[config.mk]
export PLATFORM = sky130hd
export DESIGN_NAME = bus_arbiter_n
export DESIGN_NICKNAME = d
export VERILOG_FILES = /design/src/rtl/bus_arbiter_n.sv
export SDC_FILE = /design/constraint.sdc
export NUM_CORES = 1
export LEC_CHECK = 0
export ABC_CLOCK_PERIOD_IN_PS = 2900
export BUFFER_PORTS_ARGS = -buffer_cell sky130_fd_sc_hd__buf_4
export CAP_MARGIN = 20
export CORE_MARGIN = 3
export CORE_UTILIZATION = 44
export DETAILED_ROUTE_END_ITERATION = 7
export GPL_ROUTABILITY_DRIVEN = 0
export PLACE_DENSITY = 0.74
export SLEW_MARGIN = 40
export SYNTH_ARGS = -nofsm -noshare
export SYNTH_HDL_FRONTEND = slang
export SYNTH_SLANG_ARGS = --single-unit
[constraint.sdc]
create_clock -name clk -period 2.9 [get_ports clk]
set_input_delay 0.29 -clock clk [delete_from_list [all_inputs] [get_ports clk]]
set_output_delay 0.29 -clock clk [all_outputs]
set_load 0.005 [all_outputs]
[src/rtl/bus_arbiter_n.sv]
`default_nettype none
// ============================================================================
// Module   : bus_arbiter_n
// Brief    : N-requester bus arbiter with round-robin or fixed priority,
//            registered one-hot grant and bounded tenure while others wait.
// Revision : 1.0 - initial release
// ============================================================================
module bus_arbiter_n #(
  parameter  int NUM_REQ  = 4,
  parameter  int RR_MODE  = 1,
  parameter  int MAX_HOLD = 256,
  localparam int IDX_W    = (NUM_REQ > 1) ? $clog2(NUM_REQ) : 1,
  localparam int HC_W     = $clog2(MAX_HOLD + 1)
) (
  input  logic               clk,
  input  logic               reset,
  input  logic [NUM_REQ-1:0] in_reqcyc,
  input  logic [NUM_REQ-1:0] in_busy,
  output logic [NUM_REQ-1:0] out_grant,
  output logic               out_grant_valid,
  output logic [IDX_W-1:0]   out_grant_idx,
  output logic               out_timeout,
  output logic               out_bus_busy
);

  // The hold counter needs at least one bit even when forced release is off.
  localparam int CNT_W = (HC_W > 0) ? HC_W : 1;
  localparam int SUM_W = IDX_W + 1;

  localparam logic [CNT_W-1:0] c_max_hold = CNT_W'(MAX_HOLD);
  localparam logic [IDX_W-1:0] c_last_idx = IDX_W'(NUM_REQ - 1);
  localparam logic [SUM_W-1:0] c_num_req  = SUM_W'(NUM_REQ);

  typedef enum logic [1:0] {
    ST_IDLE    = 2'd0,
    ST_GRANT   = 2'd1,
    ST_HANDOFF = 2'd2
  } state_t;

  state_t             r_state;
  state_t             w_state_nxt;
  logic [NUM_REQ-1:0] r_grant;
  logic [NUM_REQ-1:0] w_grant_nxt;
  logic [IDX_W-1:0]   r_owner;
  logic [IDX_W-1:0]   w_owner_nxt;
  logic [IDX_W-1:0]   r_ptr;
  logic [IDX_W-1:0]   w_ptr_nxt;
  logic [CNT_W-1:0]   r_hold_cnt;
  logic [CNT_W-1:0]   w_hold_cnt_nxt;
  logic [CNT_W-1:0]   w_hold_inc;
  logic               r_timeout;
  logic               w_timeout_nxt;
  logic               r_bus_busy;

  logic [IDX_W-1:0]   w_base;
  logic [SUM_W-1:0]   w_cand;
  logic [IDX_W-1:0]   w_win_idx;
  logic               w_win_found;
  logic [IDX_W-1:0]   w_ptr_win;
  logic               w_own_req;
  logic               w_own_busy;
  logic               w_others;
  logic               w_hold_hit;

  // Fixed priority is a round-robin search that always starts at index 0.
  assign w_base = (RR_MODE != 0) ? r_ptr : '0;

  always_comb begin
    w_win_idx   = '0;
    w_win_found = 1'b0;
    w_cand      = '0;
    for (int i = 0; i < NUM_REQ; i++) begin
      w_cand = {1'b0, w_base} + SUM_W'(i);
      if (w_cand >= c_num_req) begin
        w_cand = w_cand - c_num_req;
      end
      if (!w_win_found && in_reqcyc[w_cand[IDX_W-1:0]]) begin
        w_win_found = 1'b1;
        w_win_idx   = w_cand[IDX_W-1:0];
      end
    end
  end

  assign w_ptr_win  = (w_win_idx == c_last_idx) ? '0 : w_win_idx + 1'b1;
  assign w_own_req  = in_reqcyc[r_owner];
  assign w_own_busy = in_busy[r_owner];
  assign w_others   = |(in_reqcyc & ~r_grant);
  assign w_hold_inc = (r_hold_cnt == c_max_hold) ? r_hold_cnt : r_hold_cnt + 1'b1;

  // Compare the count including the current cycle, so an idle owner keeps the
  // bus for at most MAX_HOLD cycles when someone else is waiting.
  assign w_hold_hit = (MAX_HOLD > 0) && (w_hold_inc == c_max_hold);

  always_comb begin
    w_state_nxt    = r_state;
    w_grant_nxt    = r_grant;
    w_owner_nxt    = r_owner;
    w_ptr_nxt      = r_ptr;
    w_hold_cnt_nxt = r_hold_cnt;
    w_timeout_nxt  = 1'b0;
    case (r_state)
      ST_IDLE: begin
        if (w_win_found) begin
          w_state_nxt    = ST_GRANT;
          w_grant_nxt    = NUM_REQ'(1) << w_win_idx;
          w_owner_nxt    = w_win_idx;
          w_ptr_nxt      = w_ptr_win;
          w_hold_cnt_nxt = '0;
        end
      end
      ST_GRANT: begin
        if (!w_own_req && !w_own_busy) begin
          w_state_nxt = ST_HANDOFF;
          w_grant_nxt = '0;
          w_owner_nxt = '0;
        end else if (w_hold_hit && !w_own_busy && w_others) begin
          w_state_nxt   = ST_HANDOFF;
          w_grant_nxt   = '0;
          w_owner_nxt   = '0;
          w_timeout_nxt = 1'b1;
        end else begin
          w_hold_cnt_nxt = w_hold_inc;
        end
      end
      ST_HANDOFF: begin
        w_state_nxt    = ST_IDLE;
        w_hold_cnt_nxt = '0;
      end
      default: begin
        w_state_nxt    = ST_IDLE;
        w_grant_nxt    = '0;
        w_owner_nxt    = '0;
        w_hold_cnt_nxt = '0;
      end
    endcase
  end

  always_ff @(posedge clk or negedge reset) begin
    if (!reset) begin
      r_state    <= ST_IDLE;
      r_grant    <= '0;
      r_owner    <= '0;
      r_ptr      <= '0;
      r_hold_cnt <= '0;
      r_timeout  <= 1'b0;
      r_bus_busy <= 1'b0;
    end else begin
      r_state    <= w_state_nxt;
      r_grant    <= w_grant_nxt;
      r_owner    <= w_owner_nxt;
      r_ptr      <= w_ptr_nxt;
      r_hold_cnt <= w_hold_cnt_nxt;
      r_timeout  <= w_timeout_nxt;
      r_bus_busy <= |in_busy;
    end
  end

  assign out_grant       = r_grant;
  assign out_grant_valid = |r_grant;
  assign out_grant_idx   = r_owner;
  assign out_timeout     = r_timeout;
  assign out_bus_busy    = r_bus_busy;

endmodule
`default_nettype wire
==> results.yml <==
sta:
  max_slew_margin_pct: 56.5
  period_share_pct: 82.0
  setup_viol: 0
  rsz0062_at_grt: "no"
  clock.fmax_ghz: 0.421
  timing.final.crit_period_ns: 2.38
  fin_worst_skew_ns: 0.00680
  tightest_slew_ns: 0.650
  finalHoldViolations: 0
  drv_slew: 0
  fin_setup_tns_ns: 0
routing:
  wl_per_cell_um: 15.8
  vias: 1213
  drtPass1Iterations: 4
  drcViolationCount: 0
  drt.antenna.violating_nets: 0
  drt-total-wl_mm: 3.27
  via_per_inst: 5.86
  dr.first_iter.drc_count: 101
hold_path:
  hold_class: "input port to flip-flop"
power:
  ir_drop_mv: 0.397
  switching_share_pct: 43.9
  combPwrFrac_pct: 49.8
  p_seq_share_pct: 38.8
  p_int_w: 0.000728
  switching_power_w: 0.000570
  p_clk_share_pct: 11.4
  p_per_area_mw_per_mm2: 785
  p_leak_nw: 0.821
logic_synthesis:
  synthTopCellsByArea: "dfrtp_1 (36%), mux2i_1 (6.8%), ha_1 (5.1%)"
  synth_cell_types: 43
  synth_top_area_share_pct: 35.7
  synth.avg_cell_area_um2: 9.89
  synth_largest_area_cell: "dfrtp_1"
  synth.most_common_cell: "dfrtp_1"
  syn_area_mm2: 0.00147
  yosysSeqAreaShare_pct: 35.7
  syn_inst: 149
  synth_common_cells: "dfrtp_1 (21), mux2i_1 (10), nor2_1 (10)"
  synth_edf_count: 0
  synth_nets: 165
  synthFlopType: "dfrtp_1"
  async_flop_share_pct: 100
  ys_seq_elements: 21
  ys.warnings.count: 0
placement:
  io_buffers: 18
  placed_area_mm2: 0.00162
  hpwl_mm: 2.29
clock_network:
  clockBufferDepth: 2
  ctsRootBufferMaster: "clkbuf_4"
  cts_max_level: 1
  path_clk_slew_ns: 0.13
  cts_tree: "yes"
  clk_latency_ns: 0.31
  cts_inserted_buffers: 3
  post_cts_buffers: 0
  clock-sinks: 21
floorplan:
  core-area_mm2: 0.00313
  die-area_mm2: 0.00408
  ioPinCount: 19
  start_util_pct: 47.1
  die_y_um: 63.9
  rows: 20
  dieWidth_um: 63.9
global_routing:
  grt_pass1_vias: 1173
  overflow: 0
  grt_pass1_wl_mm: 5.59
  grt_max_degree: 22
  grt_usage_pct: 17.1
  grt_antenna_before_repair: 0
critical_path:
  rr_endpoint: "r_hold_cnt[8]$_DFFE_PN0P_"
  cp.required_ns: 3.16
  slowest_stage: "dfrtp_1"
  worstPathMaxFanout: 12
  setup.worst_path.start: "r_hold_cnt[0]$_DFFE_PN0P_"
  crit_chain: "ha_1 -> a21boi_0 -> nor4b_1 -> o221ai_1 -> nand4b_4 -> o22ai_4 -> a22o_1"
  endpoint: "r_hold_cnt[8]$_DFFE_PN0P_"
  r2r_start: "r_hold_cnt[0]$_DFFE_PN0P_"
  slowest_delay_ns: 0.56
  crit_type: "flip-flop to flip-flop"
  start_kind: "flip-flop"
  rrSetupSlack_ns: 0.52
  worstSetupEndpointType: "flip-flop"
  reg2regPathDepth: 7
  crit_arrival_ns: 2.64
cells_and_area:
  antennaDiodeCount: 0
  fin_area_mm2: 0.00165
  syn2layout_area_growth_pct: 12.2
  drive_gt1_share_pct: 17.8
  nets: 180
flow_run:
  cap_violations: 0
outcome:
  status: "finished clean"
## worst min-delay path by stage
stage               start                         to  slack (ns)  cells past startpoint
2_1_floorplan       reset     out_bus_busy$_DFF_PN0_      -0.006                      0
4_1_cts        in_busy[2]     out_bus_busy$_DFF_PN0_        0.16                      2
5_1_grt        in_busy[2]     out_bus_busy$_DFF_PN0_        0.15                      2
3_3_place_gp        reset  r_hold_cnt[6]$_DFFE_PN0P_        0.19                      1
6_report       in_busy[2]     out_bus_busy$_DFF_PN0_        0.17                      2
3_5_place_dp        reset  r_hold_cnt[6]$_DFFE_PN0P_        0.19                      1
## worst max-delay path: cells and delay by family, from the launching register on
family	cells	cell delay (ns)
AO/OA/AOI/OAI	4	0.88
adder cells (fa/ha/maj)	1	0.31
flip-flops	1	0.56
AND/OR/NAND/NOR	2	0.57
## power by group through the flow
stage / Sequential (W) / Clock [W] / Combinational (W)
after global placement: 0.000501 / 0 / 0.000626
after CTS: 0.000501 / 0.000153 / 0.000651
after detailed placement: 0.000507 / 0 / 0.000645
after global routing: 0.000524 / 0.000168 / 0.000714
after floorplan: 0.000447 / 0 / 0.000517
final: 0.000504 / 0.000148 / 0.000647
## stage by stage
step	hold WS [ns]	util, %	worst slack [ns]	power, W	cells
after floorplan	-0.00559	-	0.825	0.000964	149
after global placement	0.191	51.7	0.700	0.00113	202
after detailed placement	0.193	51.7	0.556	0.00115	202
after CTS	0.165	52.9	0.522	0.00131	207
after global routing	0.150	52.9	0.235	0.00141	207
final	0.173	52.9	0.523	0.00130	207
## cell usage in the layout (no fill, tap or decap), types with 5 or more instances in the layout
cell type / instances
and3_1: 8
nand3_1: 5
buf_4: 18
nand2b_1: 6
a21oi_1: 6
inv_1: 9
nor3_1: 7
nor2_1: 10
a211o_1: 6
o2bb2ai_1: 6
ha_1: 6
mux2i_1: 10
dfrtp_1: 21
## final cells by class
| class | instances | area, um^2 |
|---|---|---|
| fill | 295 | 1470 |
| multi-input combinational | 110 | 868 |
| sequential | 21 | 526 |
| timing repair buffer | 19 | 145 |
| tap | 44 | 55.1 |
| inverter | 9 | 33.8 |
| clock buffer | 4 | 26.3 |
## cells by family (layout without fill, tap and decap cells)
| group | Yosys count | count (layout) | synth area share, % |
|---|---|---|---|
| AOI/OAI and AO/OA | 33 | 33 | 18.9 |
| adders and majority gates | 6 | 6 | 5.09 |
| muxes | 13 | 13 | 10.9 |
| buffers and inverters | 18 | 32 | 5.43 |
| and+or+nand+nor | 55 | 55 | 22.2 |
| DFF | 21 | 21 | 35.7 |
| xor gates and xnor gates | 3 | 3 | 1.78 |
## metal layers
metal	GRT usage (%)	vias to the layer above	wire (um)
met1	21.8	590	1440
li1	-	582	-
met5	0	-	0
met3	3.51	4	171
met2	30.2	37	1640
met4	2.43	0	14
## registers in the layout (all words and copies together), names as in the netlist
| name | count |
|---|---|
| out_grant_idx | 2 |
| out_bus_busy | 1 |
| r_hold_cnt | 9 |
| out_grant | 4 |
| out_timeout | 1 |
| r_ptr | 2 |
| r_state | 2 |
## what timing repair did
item	4_1_cts	5_1_grt
gates resized for setup	0	0
endpoints found under the hold margin	21	0
hold buffers	1	0
(Power assumes the default switching activity.)
